<file path="src/rtl/bin2bcd_pkg.sv">
// Shared types and constants for the sequential binary-to-BCD converter.
// Holds the FSM state encoding and the shift-and-add-3 correction constants.
package bin2bcd_pkg;

    typedef enum logic [1:0] {
        IDLE  = 2'd0,
        SHIFT = 2'd1,
        DONE  = 2'd2
    } state_t;

    localparam int unsigned BCD_DIGIT_WIDTH = 4;

    localparam logic [BCD_DIGIT_WIDTH-1:0] BCD_CORRECT_THRESHOLD = 4'd5;
    localparam logic [BCD_DIGIT_WIDTH-1:0] BCD_CORRECT_ADD       = 4'd3;

endpackage

</file>
<file path="src/rtl/bcd_digit_shift_stage.sv">
// One BCD digit of the double-dabble datapath: add-3 correction, then a
// one-bit left shift with the shifted-out bit presented as carry_out.
module bcd_digit_shift_stage
    import bin2bcd_pkg::*;
(
    input  logic [BCD_DIGIT_WIDTH-1:0] digit,
    input  logic                       carry_in,
    output logic [BCD_DIGIT_WIDTH-1:0] digit_out,
    output logic                       carry_out
);

    logic [BCD_DIGIT_WIDTH-1:0] corrected;

    // Pre-shift digit is at most 9, so the 4-bit add never carries out.
    always_comb begin
        corrected = digit;
        if (digit >= BCD_CORRECT_THRESHOLD) begin
            corrected = digit + BCD_CORRECT_ADD;
        end
        digit_out = {corrected[BCD_DIGIT_WIDTH-2:0], carry_in};
        carry_out = corrected[BCD_DIGIT_WIDTH-1];
    end

endmodule

</file>
<file path="src/rtl/bin2bcd_sequential_converter.sv">
// Multi-cycle binary-to-BCD converter (double dabble), one operand bit per
// clock, with optional signed input, sticky overflow and start/ready/done.
module bin2bcd_sequential_converter
    import bin2bcd_pkg::*;
#(
    parameter int unsigned INPUT_BIT_WIDTH = 8,
    parameter int unsigned DIGITS          = 3,
    parameter int unsigned SIGNED_MODE     = 0
) (
    input  logic                            clk,
    input  logic                            rst,
    input  logic                            start,
    input  logic [INPUT_BIT_WIDTH-1:0]      bin,
    output logic                            ready,
    output logic                            busy,
    output logic                            done,
    output logic [BCD_DIGIT_WIDTH*DIGITS-1:0] digits,
    output logic                            negative,
    output logic                            overflow
);

    localparam int unsigned CNT_W = $clog2(INPUT_BIT_WIDTH + 1);
    localparam int unsigned BCD_W = BCD_DIGIT_WIDTH * DIGITS;

    state_t                     state;
    state_t                     state_next;
    logic                       accept;
    logic                       last_shift;

    logic [INPUT_BIT_WIDTH-1:0] shreg;
    logic [BCD_W-1:0]           bcd;
    logic [BCD_W-1:0]           bcd_next;
    logic [DIGITS:0]            carry;
    logic [CNT_W-1:0]           cnt;
    logic                       ovf_work;
    logic                       ovf_next;
    logic                       neg_pend;

    logic                       sign_in;
    logic [INPUT_BIT_WIDTH-1:0] magnitude;

    // Negating the most negative value wraps to 2^(W-1), which is the
    // correct magnitude when read back as unsigned.
    always_comb begin
        sign_in   = (SIGNED_MODE != 0) && bin[INPUT_BIT_WIDTH-1];
        magnitude = sign_in ? -bin : bin;
    end

    assign carry[0] = shreg[INPUT_BIT_WIDTH-1];

    for (genvar k = 0; k < DIGITS; k++) begin : g_digit
        bcd_digit_shift_stage u_stage (
            .digit     (bcd[k*BCD_DIGIT_WIDTH +: BCD_DIGIT_WIDTH]),
            .carry_in  (carry[k]),
            .digit_out (bcd_next[k*BCD_DIGIT_WIDTH +: BCD_DIGIT_WIDTH]),
            .carry_out (carry[k+1])
        );
    end

    assign ovf_next = ovf_work | carry[DIGITS];

    always_ff @(posedge clk or posedge rst) begin
        if (rst) begin
            state <= IDLE;
        end else begin
            state <= state_next;
        end
    end

    always_comb begin
        state_next = state;
        accept     = 1'b0;
        last_shift = 1'b0;
        ready      = 1'b0;
        busy       = 1'b0;
        done       = 1'b0;
        case (state)
            IDLE: begin
                ready = 1'b1;
                if (start) begin
                    accept     = 1'b1;
                    state_next = SHIFT;
                end
            end
            SHIFT: begin
                busy = 1'b1;
                if (cnt == CNT_W'(1)) begin
                    last_shift = 1'b1;
                    state_next = DONE;
                end
            end
            DONE: begin
                ready = 1'b1;
                done  = 1'b1;
                if (start) begin
                    accept     = 1'b1;
                    state_next = SHIFT;
                end else begin
                    state_next = IDLE;
                end
            end
            default: begin
                state_next = IDLE;
            end
        endcase
    end

    // Results are captured on the final shift so they appear with done.
    always_ff @(posedge clk or posedge rst) begin
        if (rst) begin
            shreg    <= '0;
            bcd      <= '0;
            cnt      <= '0;
            ovf_work <= 1'b0;
            neg_pend <= 1'b0;
            digits   <= '0;
            negative <= 1'b0;
            overflow <= 1'b0;
        end else if (accept) begin
            shreg    <= magnitude;
            bcd      <= '0;
            cnt      <= CNT_W'(INPUT_BIT_WIDTH);
            ovf_work <= 1'b0;
            neg_pend <= sign_in;
        end else if (state == SHIFT) begin
            shreg    <= {shreg[INPUT_BIT_WIDTH-2:0], 1'b0};
            bcd      <= bcd_next;
            cnt      <= cnt - CNT_W'(1);
            ovf_work <= ovf_next;
            if (last_shift) begin
                digits   <= bcd_next;
                negative <= neg_pend;
                overflow <= ovf_next;
            end
        end
    end

endmodule

</file>
<file path="config.mk">
export PLATFORM = sky130hd
export DESIGN_NAME = bin2bcd_sequential_converter
export DESIGN_NICKNAME = d
export VERILOG_FILES = /design/src/rtl/bin2bcd_pkg.sv /design/src/rtl/bcd_digit_shift_stage.sv /design/src/rtl/bin2bcd_sequential_converter.sv
export SDC_FILE = /design/constraint.sdc
export NUM_CORES = 1
export LEC_CHECK = 0
export CAP_MARGIN = 20
export CORE_MARGIN = 2
export CORE_UTILIZATION = 55
export CTS_CLUSTER_SIZE = 25
export DETAILED_ROUTE_END_ITERATION = 6
export PLACE_DENSITY = 0.78
export SYNTH_ARGS = -nofsm -noshare
export SYNTH_HDL_FRONTEND = slang
export SYNTH_HIERARCHICAL = 1
export SYNTH_SLANG_ARGS = --single-unit
</file>
<file path="constraint.sdc">
create_clock -name clk -period 3.85 [get_ports clk]
set_input_delay 0.77 -clock clk [delete_from_list [all_inputs] [get_ports clk]]
set_output_delay 0.77 -clock clk [all_outputs]
set_load 0.01 [all_outputs]
</file>
* Word level (Yosys, flattened, before mapping)
Index checks and enable logic that the tools add are counted.
Word-level totals: input bits 11, bits in registers 40, logic and storage cells 48, output and inout bits 17
Operators by class: add/subtract/negate cells 4, bitwise gates (word level) 2, $lt $le $gt $ge 3, reductions and logical operators 5, multiplexer cells 22, eq/ne operators 5
Operators by type and width (number):
- $mux 12 | 2
- $mux 4 | 5
- $mux 8 | 2
- $add 4x2->4 const B | 3
- $ge 4x3->1 const B | 3
- $mux 1 | 10
- $pmux 2 s3 | 1
- $eq 4x1->1 const B | 1
- $mux 2 | 2
- $ne 2x2->1 const B | 2
- $sub 4x1->4 const B | 1
- $reduce_and 3->1 | 1
- $eq 2x1->1 const B | 1
- $eq 2x2->1 const B | 1
- $logic_not 2->1 | 1
- $reduce_and 2->1 | 1
- $reduce_bool 2->1 | 1
- $reduce_or 2->1 | 1
- $not 1->1 | 1
- $or 1x1->1 | 1

* Depth between registers and ports, before layout
Gate-level depths: netlist of the first run.
word-level depth 5, mapped depth 7

* Hierarchy
Netlist of the first run, hierarchy kept.
Modules (own cells, without submodules):
- bin2bcd_sequential_converter | times used 1, area each 1642.8 um2, cells each 126
- bcd_digit_shift_stage | times used 3, area each 108.9 um2, cells each 17

* Worst setup path before layout of the first run
Ideal clock, no wire load.
path type register -> output, start point register state[1], end point output busy, data required time 3080 ps, buffers on the path 1, arrival 849 ps, cell stages (with the launch flop) 4, setup slack 2231 ps, path through dfrtp_1 -> nand2b_2 -> inv_4 -> buf_2
Between the ends: longest elaborated chain between the ends 2
RTL lines:
- start: declaration | RTL line bin2bcd_sequential_converter.sv:25 | state_t state;
- start signal: assignment | RTL line bin2bcd_sequential_converter.sv:66 | state <= state_next;
- $eq 2x1->1 | RTL line bin2bcd_sequential_converter.sv:77 | case (state)
- $mux 1 | RTL line bin2bcd_sequential_converter.sv:77
- end: declaration | RTL line bin2bcd_sequential_converter.sv:15 | output logic busy,
Every way passes these cells.

* Worst setup path in the final report of the first run
Same ends and word-level chain as after synthesis.

==> metrics.md, run 1 <==
| Metric | Value |
|---|---|
| Post-synth top flop | `dfrtp_1` |
| Peak supply drop | `0.438 mV` |
| Setup bufs post-CTS | `0` |
| CTS root buf | `clkbuf_4` |
| Fraction of layout cells with a size suffix above 1 | `0.139` |
| Die W | `~64 um` |
| Yosys top cell area share | `0.508` |
| Post-route worst setup slack | `1.14 ns` |
| WS Path Type | `reg2out` |
| RR Startpoint | `state[1]$_DFFE_PP0P_` |
| Mapped Area | `roughly 2000 sq um` |
| Sequential area share after synthesis | `0.508` |
| Placed Area | `about 2200 sq um` |
| Dpl hpwl | `between 2000 and 3000 um` |
| Met2 wire len | `about 1800 um` |
| Total net switching power | `0.762 mW` |
| Sink Count | `40` |
| Vias | `1355` |
| Die height | `63.8 um` |
| Total wire length | `~3700 um` |
| Core box area | `around 3400 sq um` |
| Top Metal Used | `met4` |
| Syn Inst Count | `around 180` |
| Hold Path Class | `reg2reg` |
| Hold_sp | `shreg[2]$_DFFE_PP0P_` |
| Rel. slew slack | `0.600` |
| Worst reg2reg setup slack | `about 2.0 ns` |
| Reported max-cap violation count | `0` |
| Hold endpoint | `shreg[3]$_DFFE_PP0P_` |
| Final cell count without fillers | `around 250` |
| Minimum clock period | `around 2.7 ns` |
| Clock Skews | `between 0.01 and 0.015 ns` |
| EDFF count, synth | `0` |
| # DRC | `0` |
| Ys async rst share | `1.00` |
| Area contributors post-synth | `dfrtp_1 51%, mux2_4 6.9%, a22o_1 5.8%, ha_1 5.1%, nand2_1 3.6%` |
| Clk Latency, worst-skew pair | `between 0.3 and 0.4 ns` |
| CP max FO | `27` |
| CTS Hold Bufs | `0` |
| Clock-pin slew on the worst setup and hold paths | `around 0.12 ns` |
| Synth cell count leaders | `40 x dfrtp_1, 19 x nand2_1, 13 x a22o_1, 11 x inv_1, 9 x mux2_4` |
| Seq cells post-synth | `40` |
| Antenna Violating Nets Remaining | `0` |
| Drt pass-1 iters | `4` |
| Row cnt | `21` |
| Sw Share | `0.392` |
| Starting DRT DRC Count | `67` |
| Longest Clk Path Bufs | `2` |
| Critical Path RT | `around 3.1 ns` |
| Clock share of power | `0.099` |
| Final cycle utilization of the critical path | `0.703` |
| Placed cells | `240` |
| Grt total ovfl | `0` |
| Vias in the first global route | `1347` |
| Global-route usage over all layers | `0.200` |
| Status | `finished, final reports clean` |
| Setup TNS | `0 ns` |
| Biggest area consumer among synthesized cells | `dfrtp_1` |
| Ys Warns | `6` |
| RSZ-0062 raised after global routing | `false` |
| CP Capture Type | `output pin` |
| Maximum clock frequency | `approximately 370 MHz` |
| CTS tree | `yes` |
| Min-Delay Path Depth | `2` |
| Pwr dens | `853 nW/um^2` |
| Nets | `220` |
| Gpl congestion | `between 0.7 and 0.8` |
| Register share of total power | `0.397` |
| Final Hold Violating Endpoints | `0` |
| Wire per inst | `between 15 and 20 um` |
| Vias per inst | `approximately 5.5` |
| Reg2Reg Depth | `4` |
| Worst Path Arrival | `roughly 1.9 ns` |
| Internal | `1.18 mW` |
| H-tree depth | `2` |
| Post-Place Setup Slack | `around 1.6 ns` |
| CTS-repair resized insts | `0` |
| Leakage Power | `1.09 nW` |
| FF-to-FF End | `digits[2]$_DFFE_PP0P_` |
| N_diodes | `0` |
| Max-slew violations | `0` |
| Die area | `4080 sq um` |
| Routed wl met3 | `158 um` |
| Largest net degree at the start of global routing | `41` |
| M1 WL | `roughly 1700 um` |
| # fillers | `roughly 270` |
| Setup violators final | `0` |
| Num ports | `28` |
| Post-layout instance area | `~2300 sq um` |
| Global-route wire length before repair | `~6300 um` |
| Initial core utilization | `0.581` |
| Crit path launch type | `register` |
| Combinational fraction of design power | `0.503` |
| Worst-margin pin slew | `around 0.60 ns` |
| Initial antenna violation count | `0` |
| Unique masters post-synth | `35` |
| Syn_area_per_cell | `between 10 and 15 sq um` |
| Post-synth net total | `around 200` |
| Area delta synth->final | `15.8%` |
| Inserted Clock Buffers | `5` |
| PortBufs | `26` |
| Count leader, synth | `dfrtp_1` |
==> cell usage in the layout (no fill, tap or decap), types with 2 or more instances in the layout <==
| master | instances |
|---|---|
| nor3_1 | 2 |
| ha_1 | 8 |
| dfrtp_1 | 40 |
| a21oi_2 | 3 |
| buf_4 | 2 |
| nand3_1 | 6 |
| mux2_2 | 3 |
| o21ai_1 | 3 |
| xnor2_1 | 3 |
| nor2_1 | 8 |
| a22o_1 | 13 |
| mux2_4 | 9 |
| clkdlybuf4s50_1 | 26 |
| clkbuf_4 | 5 |
| nand2_1 | 19 |
| a22oi_1 | 5 |
| a21oi_1 | 2 |
| mux2i_1 | 3 |
| nor2b_1 | 2 |
| a31oi_1 | 3 |
| inv_1 | 11 |
| o21ai_0 | 5 |
| nand2b_1 | 7 |
==> final cells by class <==
cell class | instances | area, sq um | share of cell area
clock inverter | 1 | 5.00 | 0.00220
inverter | 12 | 47.5 | 0.0209
multi-input combinational | 114 | 852 | 0.374
timing repair buffer | 28 | 275 | 0.121
clock buffer | 6 | 41.3 | 0.0181
sequential | 40 | 1000 | 0.439
tap | 46 | 57.6 | 0.0252
==> through the flow <==
step,hold slack [ns],utilization,power (mW)
after floorplan,0.463,-,1.47
after global placement,0.479,0.659,1.70
after detailed placement,0.481,0.659,1.76
after CTS,0.513,0.673,1.96
after global routing,0.534,0.673,2.10
final,0.510,0.673,1.94
==> kinds of logic (layout without fill, tap and decap cells) <==
kind of cell / count (synthesis) / after routing / synth area share
AO/OA/AOI/OAI: 37 / 37 / 0.137
XOR/XNOR: 4 / 4 / 0.0178
adder cells (fa/ha/maj): 8 / 8 / 0.0508
buffers and inverters: 23 / 47 / 0.0591
flip-flops: 40 / 40 / 0.508
multiplexers: 15 / 15 / 0.101
other: 1 / 1 / 0.00190
AND/OR/NAND/NOR: 49 / 49 / 0.125
==> state kept, by name (all words and copies together) (netlist names) <==
register	flops
bcd	12
overflow	1
digits	12
shreg	8
cnt	4
state	2
ovf_work	1
==> power by group through the flow <==
stage / registers [mW] / clock network [mW] / logic (mW)
after floorplan: 0.772 / 0 / 0.703
after detailed placement: 0.779 / 0 / 0.978
after global placement: 0.765 / 0 / 0.940
final: 0.773 / 0.193 / 0.979
after CTS: 0.773 / 0.200 / 0.987
after global routing: 0.800 / 0.222 / 1.08
==> critical path, cell delays in order, from the launching register on <==
cell and delay [ns]:
dfrtp_1 0.40, nand2b_2 0.30, inv_4 0.29, clkdlybuf4s50_1 0.60
==> worst max path at each step <==
stage | start | depth (start not counted) | to | slack, ns
final | state[1]$_DFFE_PP0P_ | 3 | busy | 1.14
after global routing | state[1]$_DFFE_PP0P_ | 3 | busy | 1.06
after CTS | state[1]$_DFFE_PP0P_ | 3 | busy | 1.14
after detailed placement | state[1]$_DFFE_PP0P_ | 3 | busy | 1.55
after global placement | state[1]$_DFFE_PP0P_ | 3 | busy | 1.58
after floorplan | rst | 1 | bcd[0]$_DFFE_PP0P_ | 2.16
==> routing by layer <==
metal / GRT usage / vias up
li1: - / 647
met1: 0.264 / 664
met2: 0.326 / 37
met3: 0.0528 / 7
met4: 0.0571 / 0
met5: 0 / -
No activity file was read; power rests on OpenSTA's default activity.
==> run 2: changes to the inputs <==
--- a/config.mk
+++ b/config.mk
@@ -7,10 +7,10 @@
 export LEC_CHECK = 0
 export CAP_MARGIN = 20
 export CORE_MARGIN = 2
-export CORE_UTILIZATION = 55
+export CORE_UTILIZATION = 54
 export CTS_CLUSTER_SIZE = 25
 export DETAILED_ROUTE_END_ITERATION = 6
-export PLACE_DENSITY = 0.78
+export PLACE_DENSITY = 0.77
 export SYNTH_ARGS = -nofsm -noshare
 export SYNTH_HDL_FRONTEND = slang
 export SYNTH_HIERARCHICAL = 1
==> constraint.sdc (replaced) <==
create_clock -name clk -period 2.5 [get_ports clk]
set_input_delay 0.5 -clock clk [delete_from_list [all_inputs] [get_ports clk]]
set_output_delay 0.5 -clock clk [all_outputs]
set_load 0.01 [all_outputs]
==> run 2 against run 1 <==
Effect of this change:
- worst setup slack got worse by 1.0 ns
- largest cell class unchanged
- critical path depth is the same
- global-route usage down 0.48 points
- combinational power grew 51%
- clock power is 54% higher
- power up 52%
- via count is 0.52% lower
- sequential power is 53% higher
- wire length shrank 7.7%
==> metrics.md, run 2 (same netlist as run 1, synthesis figures left out) <==
| Metric | Value |
|---|---|
| WS Path Type | `reg2out` |
| Setup TNS | `0 ns (unchanged)` |
| Placed cells | `240 (unchanged)` |
| Worst reg2reg setup slack | `0.76 ns (-1.23 ns)` |
| Longest Clk Path Bufs | `2 (unchanged)` |
| Worst path slowest cell | `clkdlybuf4s50_1` |
| Hold Path Class | `reg2reg` |
| Routed wl met3 | `115 um (-27%)` |
| Initial antenna violation count | `0 (unchanged)` |
| Reported max-cap violation count | `0 (unchanged)` |
| Vias | `1348 (-0.52%)` |
| Leading cell type in the layout, fill and taps excluded | `dfrtp_1` |
| Total Power | `2.96 mW (+52%)` |
| Fraction of layout cells with a size suffix above 1 | `0.139 (unchanged)` |
| Final Hold Violating Endpoints | `0 (unchanged)` |
| Core box area | `3420 sq um (+0.78%)` |
| RSZ-0062 raised after global routing | `false` |
| Largest net degree at the start of global routing | `41 (unchanged)` |
| Multi-input logic area | `852 sq um (unchanged)` |
| N_diodes | `0 (unchanged)` |
| Final cycle utilization of the critical path | `0.945` |
| Worst-margin pin slew | `0.584 ns (-0.0159 ns)` |
| CTS tree | `yes` |
| Vias per inst | `5.46 (-0.52%)` |
| Critical Path RT | `2.00 ns (-1.08 ns)` |
| Top Metal Used | `met4` |
| Wire per inst | `13.9 um (-7.7%)` |
| Worst Path Arrival | `1.86 ns (-0.08 ns)` |
| Maximum clock frequency | `around 420 MHz` |
| # fillers | `278 (+4.5%)` |
| Die height | `64.4 um (+0.86%)` |
| Setup violators final | `0 (unchanged)` |
| Global-route wire length before repair | `6180 um (-2.0%)` |
| CP Capture Type | `output pin` |
| Row cnt | `21 (unchanged)` |
| CP max stage delay | `0.58 ns (-0.02 ns)` |
| Grt total ovfl | `0 (unchanged)` |
| Final core utilization | `0.668 (-0.00444)` |
| Drt pass-1 iters | `4 (unchanged)` |
| Met2 wire len | `1680 um (-5.7%)` |
| Post-Place Setup Slack | `0.460 ns (-1.09 ns)` |
| Initial core utilization | `0.577 (-0.00447)` |
| CP max FO | `27 (unchanged)` |
| Setup bufs post-CTS | `0 (unchanged)` |
| Post-route worst setup slack | `0.138 ns (-1.00 ns)` |
| Nets | `220 (unchanged)` |
| Minimum clock period | `about 2.4 ns` |
| Rel. slew slack | `0.610 (+0.0106)` |
| Crit path launch type | `register` |
| Register area | `1000 sq um (unchanged)` |
| Area delta synth->final | `15.9%` |
| PortBufs | `26 (unchanged)` |
| Clk Latency, worst-skew pair | `0.34 ns (about the same)` |
| Vias in the first global route | `1307 (-3.0%)` |
| Sink Count | `40 (unchanged)` |
| Gpl congestion | `0.795 (+1.9%)` |
| Global-route usage over all layers | `0.195 (-0.00476)` |
| Dpl hpwl | `2340 um (-6.3%)` |
| Total wire length | `3420 um (-7.7%)` |
| Top Registers | `bcd: 12 flops, digits: 12 flops, shreg: 8 flops` |
| Clock Skews | `0.0120 ns (-0.000894 ns)` |
| Leakage Power | `1.09 nW (about the same)` |
| Worst-path cell chain | `nand2b_2 > inv_6 > clkdlybuf4s50_1` |
| # DRC | `0 (unchanged)` |
| Die area | `4150 sq um (+1.7%)` |
| CTS root buf | `clkbuf_4` |
| Final cell count without fillers | `247 (unchanged)` |
| Peak supply drop | `0.637 mV (+45%)` |
| Status | `finished, final reports clean` |
| Die W | `64.4 um (+0.86%)` |
| H-tree depth | `2 (unchanged)` |
| M1 WL | `1580 um (-7.8%)` |
| Antenna Violating Nets Remaining | `0 (unchanged)` |
| Pwr dens | `1300 nW/um^2 (+52%)` |
| Num ports | `28 (unchanged)` |
| Inserted Clock Buffers | `5 (unchanged)` |
| Most frequent cells in the layout | `40 x dfrtp_1, 26 x clkdlybuf4s50_1, 19 x nand2_1` |
| Starting DRT DRC Count | `78 (+16%)` |
| Clock-pin slew on the worst setup and hold paths | `0.11 ns (about the same)` |
| Max-slew violations | `0 (unchanged)` |
run 2: worst paths after layout:
check | from | cells after the start | end
setup / recovery | state[1]$_DFFE_PP0P_ | 3 | busy
max in group asynchronous | rst | 3 | bcd[2]$_DFFE_PP0P_
hold reg to reg | shreg[0]$_DFFE_PP0P_ | 1 | shreg[0]$_DFFE_PP0P_
min in group asynchronous | rst | 3 | digits[9]$_DFFE_PP0P_
setup reg to reg | state[1]$_DFFE_PP0P_ | 4 | digits[3]$_DFFE_PP0P_
hold / removal | shreg[0]$_DFFE_PP0P_ | 1 | shreg[0]$_DFFE_PP0P_
run 2: what timing repair did:
item,4_1_cts,5_1_grt
gates resized for setup,0,1
hold buffers,0,0
endpoints found under the setup margin,0,1
run 2: per-stage QoR:
step,hold slack [ns],area [sq um]
floorplan,0.463,1970
finish,0.516,2280
global placement,0.476,2230
global route,0.546,2280
CTS,0.519,2280
detailed placement,0.485,2230
run 2: final cells by class:
class	count	share of cell area
clock buffer	6	0.0181
clock inverter	1	0.00219
inverter	12	0.0219
multi-input combinational	114	0.373
sequential	40	0.439
tap	46	0.0252
timing repair buffer	28	0.121
run 2: power breakdown:
group / leakage [nW] / switching (mW) / internal [mW]
Combinational: 0.562 / 0.708 / 0.775
Clock: 0.0281 / 0.193 / 0.104
Sequential: 0.502 / 0.242 / 0.943
Total: 1.09 / 1.14 / 1.82
run 2: routing by layer:
| metal | up-vias | global-route usage |
|---|---|---|
| met5 | - | 0 |
| met4 | 0 | 0.0691 |
| met3 | 5 | 0.0687 |
| met2 | 24 | 0.314 |
| met1 | 662 | 0.245 |
| li1 | 657 | - |
run 2: critical path, delay by kind of cell, from the launching register on:
family	cells	cell delay, ns
simple gates	1	0.30
flops	1	0.40
buf+inv	2	0.82
